`src/rtl/pb_display_mux.sv`:
```
// pb_display_mux: multiplexed seven-segment display peripheral on the PicoBlaze port bus.
// One register per digit at BASE_ADDRESS..BASE_ADDRESS+NUM_DIGITS-1 and a control
// register at BASE_ADDRESS+NUM_DIGITS (bit0 enable, bit1 hex decode).
// The digits are scanned one slot at a time. The first cycle of every slot is deadtime.
// Optional macro PB_DISPLAY_BRIGHTNESS_EN: control[7:4] sets the lit fraction of each slot.
module pb_display_mux #(
   parameter logic [7:0]  BASE_ADDRESS       = 8'h00,
   parameter int unsigned NUM_DIGITS         = 4,
   parameter int unsigned REFRESH_DIV        = 50000,
   parameter bit          ANODE_ACTIVE_LOW   = 1'b1,
   parameter bit          CATHODE_ACTIVE_LOW = 1'b1
) (
   input  logic                  clk,
   input  logic                  reset,
   input  logic [7:0]            port_id,
   input  logic [7:0]            data_in,
   output logic [7:0]            data_out,
   input  logic                  read_strobe,
   input  logic                  write_strobe,
   output logic [NUM_DIGITS-1:0] anode,
   output logic [7:0]            cathode
);

   localparam int unsigned PRE_W = $clog2(REFRESH_DIV);
   localparam int unsigned IDX_W = (NUM_DIGITS > 1) ? $clog2(NUM_DIGITS) : 1;
`ifdef PB_DISPLAY_BRIGHTNESS_EN
   localparam logic [7:0] CTRL_RST = 8'hF3;
`else
   localparam logic [7:0] CTRL_RST = 8'h03;
`endif

   logic [7:0]            digit_reg [NUM_DIGITS];
   logic [7:0]            ctrl;
   logic [PRE_W-1:0]      prescaler;
   logic [IDX_W-1:0]      idx;

   logic [7:0]            offset;
   logic                  hit_digit;
   logic                  hit_ctrl;
   logic [7:0]            rd_c;
   logic [7:0]            cur;
   logic [7:0]            lit;
   logic                  show;
   logic [NUM_DIGITS-1:0] onehot;
   logic [NUM_DIGITS-1:0] anode_c;
   logic [7:0]            cathode_c;

   // Reads have no side effects, so the strobe is not needed.
   logic unused_read;
   assign unused_read = read_strobe;

   // Hex nibble to segments g..a, a segment is lit when its bit is 1.
   function automatic logic [6:0] hex7(input logic [3:0] n);
      logic [6:0] g;
      g = 7'h00;
      case (n)
         4'h0: g = 7'h3F;  4'h1: g = 7'h06;  4'h2: g = 7'h5B;  4'h3: g = 7'h4F;
         4'h4: g = 7'h66;  4'h5: g = 7'h6D;  4'h6: g = 7'h7D;  4'h7: g = 7'h07;
         4'h8: g = 7'h7F;  4'h9: g = 7'h6F;  4'hA: g = 7'h77;  4'hB: g = 7'h7C;
         4'hC: g = 7'h39;  4'hD: g = 7'h5E;  4'hE: g = 7'h79;  4'hF: g = 7'h71;
         default: g = 7'h00;
      endcase
      return g;
   endfunction

   // Address decode and the read-data mux.
   always_comb begin
      offset    = port_id - BASE_ADDRESS;
      hit_digit = (offset < 8'(NUM_DIGITS));
      hit_ctrl  = (offset == 8'(NUM_DIGITS));
      rd_c      = 8'h00;
      if (hit_digit)
         rd_c = digit_reg[offset[IDX_W-1:0]];
      else if (hit_ctrl)
         rd_c = ctrl;
   end

   // Build the anode and cathode patterns for the current slot position, then apply polarity.
   always_comb begin
      cur = digit_reg[idx];
      if (ctrl[1])
         lit = {cur[7], cur[6] ? 7'h00 : hex7(cur[3:0])};
      else
         lit = cur;
      show = ctrl[0] && (prescaler != '0);
`ifdef PB_DISPLAY_BRIGHTNESS_EN
      show = show && (32'(prescaler) < (32'(ctrl[7:4]) + 32'd1) * (REFRESH_DIV / 16));
`endif
      onehot      = '0;
      onehot[idx] = show;
      anode_c     = ANODE_ACTIVE_LOW ? ~onehot : onehot;
      cathode_c   = show ? lit : 8'h00;
      if (CATHODE_ACTIVE_LOW)
         cathode_c = ~cathode_c;
   end

   // Register file, scan counters and the registered outputs.
   always_ff @(posedge clk) begin
      if (reset) begin
         for (int i = 0; i < int'(NUM_DIGITS); i++)
            digit_reg[i] <= 8'h00;
         ctrl      <= CTRL_RST;
         prescaler <= '0;
         idx       <= '0;
         data_out  <= 8'h00;
         anode     <= ANODE_ACTIVE_LOW ? '1 : '0;
         cathode   <= CATHODE_ACTIVE_LOW ? 8'hFF : 8'h00;
      end else begin
         if (write_strobe && hit_digit)
            digit_reg[offset[IDX_W-1:0]] <= data_in;
         if (write_strobe && hit_ctrl)
            ctrl <= data_in;
         if (prescaler == PRE_W'(REFRESH_DIV - 1)) begin
            prescaler <= '0;
            idx       <= (idx == IDX_W'(NUM_DIGITS - 1)) ? '0 : idx + IDX_W'(1);
         end else begin
            prescaler <= prescaler + PRE_W'(1);
         end
         data_out <= rd_c;
         anode    <= anode_c;
         cathode  <= cathode_c;
      end
   end

endmodule

```
`config.mk`:
```
export PLATFORM = sky130hd
export DESIGN_NAME = pb_display_mux
export DESIGN_NICKNAME = d
export VERILOG_FILES = /design/src/rtl/pb_display_mux.sv
export SDC_FILE = /design/constraint.sdc
export NUM_CORES = 1
export LEC_CHECK = 0
export BUFFER_PORTS_ARGS = -buffer_cell sky130_fd_sc_hd__buf_2
export CORE_ASPECT_RATIO = 1.2
export CORE_MARGIN = 2
export CORE_UTILIZATION = 40
export CTS_CLUSTER_SIZE = 10
export DETAILED_ROUTE_END_ITERATION = 16
export GPL_ROUTABILITY_DRIVEN = 0
export GPL_TIMING_DRIVEN = 1
export PLACE_DENSITY = 0.66
export SLEW_MARGIN = 20
export SYNTH_ARGS = -nofsm -noshare
export SYNTH_HDL_FRONTEND = slang
export SYNTH_SLANG_ARGS = --single-unit
```
`constraint.sdc`:
```
create_clock -name clk -period 5.9 [get_ports clk]
set_input_delay 0.59 -clock clk [delete_from_list [all_inputs] [get_ports clk]]
set_output_delay 0.59 -clock clk [all_outputs]
set_load 0.005 [all_outputs]
```
==> reports/qor.yml <==
run_status:
  status: "complete, no violations"
die:
  design.die.area_um2: 10510
  rows: 39
  die_h_um: 111.9
  start_util_pct: 41.00
  ios: 40
  coreArea_um2: 9467
  fp.dieW_um: 93.92
global_route:
  grt_pass1_vias: 2774
  grt_pass1_wl_um: 13610
  track_usage_pct: 16.72
  grt_max_degree: 27
  antenna_found_initial: 0
  grt-ovfl-total: 0
routing:
  dr.pass1.iters: 4
  via_per_inst: 5.517
  ant_nets: 0
  top_layer_used: "met4"
  postRouteWirelength_um: 8213
  wl_per_cell_um: 16.14
  met2_length_um: 4162
  remaining_drc_errors: 0
  drt-initial-drc-count: 150
  vias: 2808
  wl_met3_um: 423
  wl_met1_um: 3480
power:
  p_per_area_nw_per_um2: 293.8
  ir_drop_mv: 0.1384
  finalPower_mw: 1.327
  power.leakage_nw: 1.731
sta:
  hold_viol: 0
  fin_ws_ns: 3.280
  max_freq_mhz: 381.7
  worst_pin_slew_ns: 0.9314
  finalCritPeriodShare_pct: 44.41
  rsz0062_at_grt: "no"
  tns_ns: 0
  slew_violations: 0
  finClkSkew_ns: 0.005175
  slew_headroom_pct: 37.63
  min_period_ns: 2.620
  final-setup-viol-count: 0
  hold_slack_ns: 0.4576
layout:
  regArea_um2: 1922
  fillers: 907
  syn_to_final_growth_pct: 16.38
  largest_reg_flops: 32
  drive_gt1_share_pct: 20.47
  final_nets: 413
  multi_input_area_um2: 1818
  diodes: 0
placed_design:
  dp_hpwl_um: 5808
  portBuffers: 38
  pre_cts_ws_ns: 3.254
yosys:
  synth_top_flop_cell: "dfxtp_1"
  synth-warning-count: 0
  ys_types: 50
  synth_seq_area_share_pct: 49.52
  synth_edf_count: 32
  synthArstFlopShare_pct: 0
  syn_avg_cell_area_um2: 11.06
  syn_inst: 351
  synth_area_um2: 3881
  ys_seq_elements: 80
  syn-num-nets: 383
setup_path:
  path_class: "flop to flop"
  crit_arrival_ns: 2.81
  critPathRequiredTime_ns: 6.09
  critPathCaptureType: "flop"
  start_kind: "flop"
  cp_max_fo: 12
clock_network:
  clk_latency_ns: 0.33
  cts.clk_slew.worst_paths_ns: 0.06
  cts_tree: "built"
  cts_sinks: 80
  ctsHoldBuffers: 0
  post_cts_resized: 0
  cts_post_setup_buffers_inserted: 0
  clockBufferDepth: 2
  cts_made_buffers: 9
  h-tree-depth: 3
  cts-root-buf: "clkbuf_16"
job:
  drv_cap: 0
worst_hold_path:
  hp-class: "flop to flop"
  hp-start: "ctrl[4]$_SDFFE_PP0P_"
[cell usage after synthesis (2+ instances only)]
master    number  area share (%)
and2_1        31             5.0
nor2b_1        4            0.64
mux2i_1        6             1.5
xor2_1         8             1.8
mux2_2         2            0.58
a31oi_1        2            0.32
mux4_2        16             9.3
a41o_1         3            0.77
nand4_1        6            0.97
buf_2          2            0.26
nor3_1         3            0.39
a21oi_1       11             1.4
nand2_1       14             1.4
or3_1          4            0.64
a22oi_1        9             1.7
o31ai_1        2            0.39
a211o_1        3            0.68
o21ai_0        6            0.77
or4_1          5            0.97
xnor2_1        3            0.68
o221ai_1       2            0.45
and4_1         2            0.45
clkbuf_1      19             1.8
edfxtp_1      32              25
inv_1         16             1.5
nand3_1       13             1.7
and3_1        15             2.4
dfxtp_1       48              25
nor2_1        30             2.9
nand2b_1       3            0.48
ha_1          12             3.9
[power breakdown]
part | internal, mW | total (mW) | switching [mW]
clock network | 0.423 | 0.643 | 0.220
registers | 0.592 | 0.601 | 0.00936
logic | 0.0355 | 0.0828 | 0.0472
total | 1.05 | 1.33 | 0.277
[worst paths after layout]
kind / to / slack (ns) / depth (start not counted)
worst max-delay path: cathode[3]$_SDFF_PP1_ / 3.28 / 6
worst min-delay path: ctrl[4]$_SDFFE_PP0P_ / 0.46 / 2
worst max register to register: cathode[3]$_SDFF_PP1_ / 3.28 / 6
worst min register to register: ctrl[4]$_SDFFE_PP0P_ / 0.46 / 2
[area by class of cell]
type / count / area share [%]
flip-flops and latches: 80 / 42.55
multi-input cells: 234 / 40.25
clock buffers: 11 / 6.094
repair buffers: 40 / 4.543
well taps: 123 / 3.407
clock inverters: 5 / 1.828
inverters: 16 / 1.330
[stage by stage]
step | instance area [um2] | utilization (%) | instances
floorplan | 3881 | - | 351
detailed placement | 4159 | 43.93 | 493
CTS | 4517 | 47.71 | 509
global placement | 4159 | 43.93 | 493
global route | 4517 | 47.71 | 509
finish | 4517 | 47.71 | 509
[cell usage in the layout, fill, tap and decap left out, types with 12 or more instances in the layout]
cell type,count
and2_1,31
ha_1,12
nor2_1,30
buf_2,38
and3_1,15
nand3_1,13
edfxtp_1,32
dfxtp_1,48
inv_1,16
nand2_1,14
mux4_2,16
[per-layer routing]
metal	track usage [%]	up-vias
met5	0	-
met4	5.990	0
met3	4.601	11
met2	27.10	74
met1	21.39	1375
li1	-	1348
[critical path, cell delays in order, from the launching register on]
cell       delay [ns]
dfxtp_1          0.77
mux4_2           0.66
ha_1             0.26
inv_1            0.12
nor2_1           0.07
a2111oi_0        0.47
o31ai_1          0.13
[cells by family after synthesis]
kind of cell / after synthesis / synth area share (%)
buffers and inverters: 37 / 3.643
AO/OA/AOI/OAI: 49 / 9.123
XOR/XNOR: 11 / 2.482
AND/OR/NAND/NOR: 138 / 19.96
adder cells (fa/ha/maj): 12 / 3.868
multiplexers: 24 / 11.41
flip-flops: 80 / 49.52
(Power assumes the default switching activity.)
